===== src/rtl/lcd_pkg.sv =====
// lcd_pkg: HD44780 command bytes, sequencer/write-engine state types and init command table.
package lcd_pkg;
  localparam logic [7:0] CMD_FUNC_SET = 8'h38;
  localparam logic [7:0] CMD_DISP_ON  = 8'h0C;
  localparam logic [7:0] CMD_ENTRY    = 8'h06;
  localparam logic [7:0] CMD_CLEAR    = 8'h01;
  localparam logic [7:0] CMD_LINE1    = 8'h80;
  localparam logic [7:0] CMD_LINE2    = 8'hC0;
  typedef enum logic [2:0] {PWR_WAIT, INIT, LINE_ADDR, FETCH, CHAR_WR, FRAME_GAP} top_state_t;
  typedef enum logic [1:0] {WE_IDLE, WE_SETUP, WE_PULSE, WE_HOLD} we_state_t;
  function automatic logic [7:0] init_cmd(input logic [2:0] step);
    return step < 3'd2 ? CMD_FUNC_SET : step == 3'd2 ? CMD_DISP_ON : step == 3'd3 ? CMD_ENTRY : CMD_CLEAR;
  endfunction
  function automatic int max2(input int a, input int b);
    return a > b ? a : b;
  endfunction
endpackage


===== src/rtl/lcd_write_engine.sv =====
// lcd_write_engine: one LCD bus write (SETUP, E PULSE, HOLD wait); done pulses the cycle after HOLD.
module lcd_write_engine
  import lcd_pkg::*;
#(
  parameter int SETUP_CYC    = 4,
  parameter int E_HIGH_CYC   = 25,
  parameter int CMD_WAIT_CYC = 2500,
  parameter int CLR_WAIT_CYC = 100000
) (
  input  logic       clk,
  input  logic       rst,
  input  logic       start,
  input  logic       rs,
  input  logic [7:0] data,
  input  logic       long_wait,
  output logic       lcd_rs,
  output logic       lcd_e,
  output logic [7:0] lcd_data,
  output logic       done
);
  localparam int CW = $clog2(max2(max2(SETUP_CYC, E_HIGH_CYC), max2(CMD_WAIT_CYC, CLR_WAIT_CYC)) + 1);
  we_state_t state, nxt;
  logic [CW-1:0] cnt, lim;
  logic long_r;
  always_comb begin
    lim = state == WE_SETUP ? CW'(SETUP_CYC - 1) : state == WE_PULSE ? CW'(E_HIGH_CYC - 1) :
          long_r ? CW'(CLR_WAIT_CYC - 1) : CW'(CMD_WAIT_CYC - 1);
    nxt = state == WE_IDLE ? (start ? WE_SETUP : WE_IDLE) : cnt != lim ? state :
          state == WE_SETUP ? WE_PULSE : state == WE_PULSE ? WE_HOLD : WE_IDLE;
  end
  always_ff @(posedge clk)
    if (rst) state <= WE_IDLE;
    else state <= nxt;
  // RS/DATA stay latched after HOLD so the bus is stable until the next SETUP.
  always_ff @(posedge clk)
    if (rst) begin
      cnt      <= '0;
      lcd_rs   <= 1'b0;
      lcd_data <= '0;
      long_r   <= 1'b0;
      done     <= 1'b0;
    end else begin
      cnt  <= (nxt != state || state == WE_IDLE) ? '0 : cnt + 1'b1;
      done <= state == WE_HOLD && cnt == lim;
      if (state == WE_IDLE && start) begin
        lcd_rs   <= rs;
        lcd_data <= data;
        long_r   <= long_wait;
      end
    end
  assign lcd_e = state == WE_PULSE;
endmodule


===== src/rtl/lcd_char_driver.sv =====
// lcd_char_driver: HD44780 16x2 init + continuous refresh from a 32-entry character list.
// Define LCD_FRAME_GAP_EN to add an idle FRAME_GAP_CYC period after every frame.
module lcd_char_driver
  import lcd_pkg::*;
#(
  parameter int PWRON_CYC    = 1000000,
  parameter int SETUP_CYC    = 4,
  parameter int E_HIGH_CYC   = 25,
  parameter int CMD_WAIT_CYC = 2500,
  parameter int CLR_WAIT_CYC = 100000,
  parameter int FETCH_CYC    = 2
`ifdef LCD_FRAME_GAP_EN
  , parameter int FRAME_GAP_CYC = 5000000
`endif
) (
  input  logic       clk,
  input  logic       rst,
  input  logic [7:0] char_in,
  output logic [4:0] index,
  output logic       lcd_rs,
  output logic       lcd_rw,
  output logic       lcd_e,
  output logic [7:0] lcd_data,
  output logic       init_done,
  output logic       frame_done
);
`ifdef LCD_FRAME_GAP_EN
  localparam int   GAP    = FRAME_GAP_CYC;
  localparam logic GAP_EN = 1'b1;
`else
  localparam int   GAP    = 1;
  localparam logic GAP_EN = 1'b0;
`endif
  localparam int CW = $clog2(max2(max2(PWRON_CYC, FETCH_CYC), GAP) + 1);
  top_state_t state, nxt;
  logic [CW-1:0] cnt;
  logic [2:0] step;
  logic [7:0] char_r, wr_data;
  logic issued, start, wr_rs, done, eng_rs;
  always_comb begin
    nxt     = state;
    start   = 1'b0;
    wr_rs   = 1'b0;
    wr_data = 8'h00;
    case (state)
      PWR_WAIT: nxt = cnt == CW'(PWRON_CYC - 1) ? INIT : PWR_WAIT;
      INIT: begin
        wr_data = init_cmd(step);
        start   = !issued;
        nxt     = done && step == 3'd4 ? LINE_ADDR : INIT;
      end
      LINE_ADDR: begin
        wr_data = index[4] ? CMD_LINE2 : CMD_LINE1;
        start   = !issued;
        nxt     = done ? FETCH : LINE_ADDR;
      end
      FETCH: nxt = cnt == CW'(FETCH_CYC - 1) ? CHAR_WR : FETCH;
      CHAR_WR: begin
        wr_rs   = 1'b1;
        wr_data = char_r;
        start   = !issued;
        nxt     = !done ? CHAR_WR : index[3:0] != 4'hF ? FETCH : (GAP_EN && index[4]) ? FRAME_GAP : LINE_ADDR;
      end
      FRAME_GAP: nxt = cnt == CW'(GAP - 1) ? LINE_ADDR : FRAME_GAP;
      default: nxt = PWR_WAIT;
    endcase
  end
  always_ff @(posedge clk)
    if (rst) state <= PWR_WAIT;
    else state <= nxt;
  // issued blocks re-starting the engine until its done pulse for the current write.
  always_ff @(posedge clk)
    if (rst) begin
      cnt        <= '0;
      step       <= '0;
      char_r     <= '0;
      issued     <= 1'b0;
      index      <= '0;
      init_done  <= 1'b0;
      frame_done <= 1'b0;
    end else begin
      cnt        <= (nxt == state && (state == PWR_WAIT || state == FETCH || state == FRAME_GAP)) ? cnt + 1'b1 : '0;
      issued     <= done ? 1'b0 : issued | start;
      frame_done <= state == CHAR_WR && done && index == 5'd31;
      if (state == INIT && done) step <= step + 1'b1;
      if (state == INIT && done && step == 3'd4) init_done <= 1'b1;
      if (state == FETCH && nxt == CHAR_WR) char_r <= char_in;
      if (state == CHAR_WR && done) index <= index + 1'b1;
    end
  lcd_write_engine #(
    .SETUP_CYC   (SETUP_CYC),
    .E_HIGH_CYC  (E_HIGH_CYC),
    .CMD_WAIT_CYC(CMD_WAIT_CYC),
    .CLR_WAIT_CYC(CLR_WAIT_CYC)
  ) u_eng (
    .clk      (clk),
    .rst      (rst),
    .start    (start),
    .rs       (wr_rs),
    .data     (wr_data),
    .long_wait(!wr_rs && wr_data == CMD_CLEAR),
    .lcd_rs   (eng_rs),
    .lcd_e    (lcd_e),
    .lcd_data (lcd_data),
    .done     (done)
  );
  assign lcd_rs = eng_rs && state != FRAME_GAP;
  assign lcd_rw = 1'b0;
endmodule


===== config.mk =====
export PLATFORM = sky130hd
export DESIGN_NAME = lcd_char_driver
export DESIGN_NICKNAME = d
export VERILOG_FILES = /design/src/rtl/lcd_pkg.sv /design/src/rtl/lcd_write_engine.sv /design/src/rtl/lcd_char_driver.sv
export SDC_FILE = /design/constraint.sdc
export NUM_CORES = 1
export LEC_CHECK = 0
export ABC_AREA = 1
export BUFFER_PORTS_ARGS = -buffer_cell sky130_fd_sc_hd__buf_2
export CAP_MARGIN = 20
export CORE_MARGIN = 5
export CORE_UTILIZATION = 40
export CTS_CLUSTER_DIAMETER = 150
export DETAILED_ROUTE_END_ITERATION = 10
export HOLD_SLACK_MARGIN = 0.05
export SLEW_MARGIN = 0
export SYNTH_ARGS = -nofsm -noshare
export SYNTH_HDL_FRONTEND = slang
export SYNTH_SLANG_ARGS = --single-unit

===== constraint.sdc =====
create_clock -name clk -period 1.8 [get_ports clk]
set_input_delay 0.09 -clock clk [delete_from_list [all_inputs] [get_ports clk]]
set_output_delay 0.09 -clock clk [all_outputs]
set_load 0.03 [all_outputs]

# [Word level (Yosys, flattened, before mapping)]
# Cells that the tools add are included.
# W data, S select, Z words.
[totals] reg_bits=72 inputBits=10 out_inout_bits=18
[op_classes] reduce_logical=23 n_mux=23 order_cmp=1 n_eq_ne=22 n_bitwise=2 addsub=4
[op_table] operator="$mux W17" n=3
[op_table] operator="$pmux W8 S3" n=1
[op_table] operator="$add A20 B1 Y20 const B" n=1
[op_table] operator="$eq A20 B1 Y1 const B" n=1
[op_table] operator="$eq A20 B20 Y1 const B" n=1
[op_table] operator="$logic_not A20 Y1" n=1
[op_table] operator="$pmux W3 S6" n=1
[op_table] operator="$add A17 B1 Y17 const B" n=1
[op_table] operator="$eq A17 B17 Y1" n=1
[op_table] operator="$ne A17 B17 Y1" n=1
[op_table] operator="$eq A3 B2 Y1 const B" n=4
[op_table] operator="$eq A3 B3 Y1 const B" n=4
[op_table] operator="$mux W3" n=4
[op_table] operator="$logic_and A1 B1 Y1" n=11
[op_table] operator="$mux W2" n=5
[op_table] operator="$eq A8 B1 Y1 const B" n=1
[op_table] operator="$mux W7" n=1
[op_table] operator="$mux W1" n=6
[op_table] operator="$mux W6" n=1
[op_table] operator="$reduce_or A2 Y1" n=3
[op_table] operator="$add A5 B1 Y5 const B" n=1
[op_table] operator="$eq A5 B5 Y1 const B" n=1
[op_table] operator="$eq A2 B2 Y1 const B" n=2
[op_table] operator="$mux W4" n=1
[op_table] operator="other kinds (15)" n=18

# [Longest topological paths before layout]
[logic_depth] word_depth=9 mapped_depth=16 ltp_nobuf=15

# [By module]
# Synthesis repeated with hierarchy kept, for this count alone.
[hier_totals] hier_cells=541 area_unflattened_um2=3856.2
[modules_own_cells] module="lcd_char_driver" area_per_inst_um2=2327.2 cells_each=329 seq_area_each_um2=840.8 n_inst=1
[modules_own_cells] module="lcd_write_engine" area_per_inst_um2=1529.0 cells_each=212 seq_area_each_um2=600.6 n_inst=1

# [Worst setup path before layout]
# No wires, ideal clock.
[synth_timing] path_type="register to register" from="reg u_eng.state[0]" to="reg u_eng.cnt[0]" period_less_slack_ns=2.102 path_stages_with_launch=17 setup_slack_ns=-0.302 arrival_time_ns=1.985 setup_time_ns=0.117 path_cell_list="dfxtp_1 > inv_1 > ha_1 > inv_2 > nand2_2 > nand2_1 > nand2_1 > nand2_1 > nor2_1 > nand3_2 > nand2_1 > nand3_2 > nand2_2 > nand2_2 > nand3_4 > buf_6 > nor2_1"
[synth_between] elab_chain_cells=9 word_cells_on_any_way=13
[synth_rtl] element="from (decl)" line="lcd_write_engine.sv:22" rtl="we_state_t state, nxt;"
[synth_rtl] element="from (signal assigned)" line="lcd_write_engine.sv:33" rtl="else state <= nxt;"
[synth_rtl] element="$eq A2 B2 Y1 *"
[synth_rtl] element="net lcd_e" line="lcd_char_driver.sv:22" rtl="output logic lcd_e,"
[synth_rtl] element="$mux W17 (2 in a row)" line="lcd_write_engine.sv:26" rtl="lim = state == WE_SETUP ? CW'(SETUP_CYC - 1) : state == WE_PULSE ? CW'(E_HIGH_CYC - 1) :"
[synth_rtl] element="$ne A17 B17 Y1" line="lcd_write_engine.sv:28" rtl="nxt = state == WE_IDLE ? (start ? WE_SETUP : WE_IDLE) : cnt != lim ? state :"
[synth_rtl] element="$mux W2 * (2 in a row)" line="lcd_write_engine.sv:28"
[synth_rtl] element="$ne A2 B2 Y1 *" line="lcd_write_engine.sv:43" rtl="cnt <= (nxt != state || state == WE_IDLE) ? '0 : cnt + 1'b1;"
[synth_rtl] element="$logic_or A1 B1 Y1 *" line="lcd_write_engine.sv:43"
[synth_rtl] element="$reduce_or A2 Y1 (no source line) *"
[synth_rtl] element="to (signal assigned)" line="lcd_write_engine.sv:43"
[synth_rtl] element="to (decl)" line="lcd_write_engine.sv:23" rtl="logic [CW-1:0] cnt, lim;"
# Mark *: on every way through the listed nets, which the timed path passes. The rest lies on a longest branch.
# A chain may end at the register's enable or synchronous reset.

# [Worst setup path in the final report]
[layout_timing] from="reg u_eng.state[1]" to="reg u_eng.cnt[1]"
[layout_between] elab_chain_cells=9 word_cells_on_any_way=13
[layout_rtl] element="$eq A2 B2 Y1" line="lcd_write_engine.sv:26, lcd_write_engine.sv:29"
[layout_rtl] element="$mux W17 (2 in a row)" line="lcd_write_engine.sv:26"
[layout_rtl] element="$ne A17 B17 Y1" line="lcd_write_engine.sv:28"
[layout_rtl] element="$mux W2 (2 in a row)" line="lcd_write_engine.sv:28"
[layout_rtl] element="$ne A2 B2 Y1" line="lcd_write_engine.sv:43"
[layout_rtl] element="$logic_or A1 B1 Y1 *" line="lcd_write_engine.sv:43"
[layout_rtl] element="$reduce_or A2 Y1 (no source line) *"
# Mark *: on every way between the ends. The rest lies on a longest branch, timed or not.

==> impl_metrics.tcl <==
set metrics [dict create \
    end_kind "register" \
    critPathRequiredTime_ns 2.04 \
    clock_path_buffers 2 \
    final_max_slew_viol_count 0 \
    num_antenna_cells 0 \
    syn-cell-area_um2 3690 \
    path_class "reg2reg" \
    cts_root_buffer "clkbuf_8" \
    hold_path.startpoint "rst" \
    initialDrtViolationCount 141 \
    violations "setup timing" \
    dp_hpwl_um 5760 \
    area.growth.synth_to_final_pct 35.2 \
    setup_ws_ns -0.197 \
    max_freq_mhz 501 \
    setup_viol 29 \
    finish.utilization_pct 54.7 \
    r2r-start "u_eng.state[1]$_SDFF_PP0_" \
    final_area_um2 4990 \
    syn_inst 498 \
    path_cells "inv_4, ha_4, inv_2, nand2_1, nand2_1, nor2_2, nand2_1, nor2_2, nand3_2, nor2_2, nand2_1, nand2_1, nor2_4, nand3_4, nor2_1" \
    run_status "complete, but fails checks" \
    critPathArrivalTime_ns 2.24 \
    grt_antenna_before_repair 0 \
    critical_path.max_stage_delay_ns 0.39 \
    hold_viol 0 \
    cp_common_cell "nand2_1" \
    start_util_pct 40.5 \
    min_path_type "in2reg" \
    grt.overflow.total 0 \
    clk_pin_slew_worst_paths_ns 0.08 \
    final.min_clock_period_ns 2.00 \
    crit_path_top_delay_cell "dfxtp_4" \
    p_leak_nw 2.01 \
    drc_errors 0 \
    cp_max_fo 8 \
    vias 3376 \
    port_buffers 26 \
    grt_pass1_wl_um 14400 \
    rows 35 \
    grt_pass1_vias 3163 \
    fin_nets 609 \
    clock-skew-final_ns 0.0103 \
    synth_edf_count 0 \
    n_fill_cell 882 \
    p_per_area_nw_per_um2 609 \
    async_reset_ff_share_pct 0 \
    ant_nets 0 \
    layout-drive-gt1-share_pct 33.7 \
    fin_crit_sh_pct 111 \
    start_kind "register" \
    die_h_um 106 \
    core_um2 9110 \
    ys_types 38 \
    io_pins 28 \
    synth_area_leaders "dfxtp_1 39%, nor2_1 10%, inv_1 7.0%, nand2_1 7.0%, xor2_1 6.4%" \
    synth_top_cell_area_share_pct 39.1 \
    synth_seq_cells 72 \
    syn_nets 522 \
    grt_setup_unrepaired "true" \
    cts_tree "yes" \
    cts_sinks 72 \
    grt_max_degree 29 \
    numCtsBuffers 9 \
    clk_latency_ns 0.34 \
    seq_area_frac_synth_pct 39.1 \
    maxCapViolCount 0 \
    place_congestion 0.835 \
    cts-htree-levels 3 \
    track_usage_pct 15.6 \
    yosys_warnings 0 \
    die-area_um2 11200 \
    wire_per_inst_um 12.9 \
    syn_area_per_cell_um2 7.41 \
    ys_dominant_reg_cell "dfxtp_1" \
    vdd_drop_max_uv 328 \
    first_pass_iters 4 \
    synth_largest_area_cell "dfxtp_1" \
    startpoint "u_eng.state[1]$_SDFF_PP0_" \
    wirelength_um 9020 \
    via_per_inst 4.82 \
    fp.dieW_um 106 \
    dpl_cell_area_um2 4210 \
]
==> cell usage after synthesis, types with 4 or more instances <==
| cell type | instances |
|---|---|
| clkbuf_1 | 4 |
| nor3_1 | 14 |
| nand2_1 | 69 |
| dfxtp_1 | 72 |
| nand3_2 | 7 |
| xnor2_1 | 5 |
| inv_1 | 69 |
| nand4_1 | 9 |
| a21oi_1 | 13 |
| nand3_1 | 19 |
| inv_2 | 5 |
| nor2_1 | 98 |
| ha_1 | 14 |
| xor2_1 | 27 |
| nor2_2 | 8 |
| o21ai_0 | 29 |
==> area by class of cell <==
| cell class | count | area, um^2 | area share [%] |
|---|---|---|---|
| multi-input cells | 343 | 2250 | 45.1 |
| clock inverters | 7 | 72.6 | 1.46 |
| flip-flops and latches | 72 | 1470 | 29.4 |
| clock buffers | 9 | 124 | 2.48 |
| repair buffers | 84 | 641 | 12.8 |
| inverters | 75 | 294 | 5.90 |
| well taps | 111 | 139 | 2.79 |
==> layer usage <==
layer  vias to the layer above  global-route usage (%)  routed length (um)
li1                       1755                       -                   -
met1                      1539                    20.5                4280
met2                        71                    25.4                4310
met3                        11                    3.83                 342
met4                         0                    4.53                  96
met5                         -                       0                   0
==> critical path, delay by kind of cell, from the launching register on <==
family                   cells  cell delay, ns
AND/OR/NAND/NOR             12            1.14
buffers and inverters        2            0.09
adder cells (fa/ha/maj)      1            0.27
flip-flops                   1            0.39
==> layout by cell type (no fill, tap or decap), types with 6 or more instances in the layout <==
cell type / Yosys / routed
dlygate4sd3_1: 0 / 8
nor3_1: 14 / 10
buf_2: 0 / 26
buf_4: 3 / 45
nand2_2: 3 / 8
nand3_4: 1 / 7
o21ai_0: 29 / 27
dfxtp_1: 72 / 59
nor2_2: 8 / 23
inv_1: 69 / 62
nor3_2: 3 / 6
ha_1: 14 / 9
nand3_1: 19 / 17
xor2_1: 27 / 26
inv_2: 5 / 9
a21oi_1: 13 / 13
clkbuf_8: 0 / 9
nor2_4: 1 / 17
dfxtp_2: 0 / 10
nor2_1: 98 / 67
nand2_1: 69 / 63
nand4_1: 9 / 9
==> metrics by stage <==
stage / TNS (ns) / setup WS [ns] / total power, W / cells / hold WS (ns)
finish: -3.16 / -0.197 / 0.00303 / 701 / 0.0725
global route: -7.78 / -0.336 / 0.00316 / 701 / 0.0706
CTS: -1.85 / -0.113 / 0.00302 / 689 / 0.0622
detailed placement: -2.33 / -0.154 / 0.00172 / 659 / 0.319
global placement: -1.13 / -0.0719 / 0.00171 / 659 / 0.312
floorplan: -0.0881 / -0.0112 / 0.00169 / 498 / 0.225
==> flip-flops by register name, summed over array words and instances (netlist names) <==
| register | cells |
|---|---|
| u_eng.done | 1 |
| index | 5 |
| char_r | 8 |
| u_eng.state | 2 |
| u_eng.lcd_data | 8 |
| state | 3 |
| init_done | 1 |
| u_eng.cnt | 17 |
| step | 3 |
| frame_done | 1 |
| u_eng.long_r | 1 |
| issued | 1 |
| cnt | 20 |
| u_eng.lcd_rs | 1 |
==> power breakdown <==
part | switching, W | internal, W | leakage (nW)
clock network | 0.000652 | 0.000640 | 0.0952
logic | 0.0000718 | 0.0000670 | 1.33
registers | 0.00000910 | 0.00159 | 0.587
total | 0.000733 | 0.00230 | 2.01
==> kinds of logic after synthesis <==
kind of cell | Yosys count | share of synthesized area [%]
buf+inv | 85 | 9.46
simple gates | 239 | 30.7
xor+xnor | 32 | 7.60
compound gates | 55 | 8.31
other cells | 1 | 0.102
fa+ha+maj | 14 | 4.75
flops | 72 | 39.1
==> path summary, 6_finish.rpt <==
| path | end | slack, ns | cells past startpoint |
|---|---|---|---|
| worst max-delay path | u_eng.cnt[1]$_SDFF_PP0_ | -0.20 | 15 |
| worst min-delay path | init_done$_SDFFE_PP0P_ | 0.07 | 2 |
| worst max register to register | u_eng.cnt[1]$_SDFF_PP0_ | -0.20 | 15 |
| worst min register to register | u_eng.cnt[0]$_SDFF_PP0_ | 0.46 | 1 |
==> what timing repair did <==
action                                  4_1_cts  5_1_grt
gates resized for setup                      12       82
endpoints found under the hold margin         8        0
endpoints found under the setup margin       17       48
setup buffers                                 4        9
cloned                                        2        3
hold buffers                                  8        0
pin swaps                                     7       30
No activity file was read; power rests on OpenSTA's default activity.
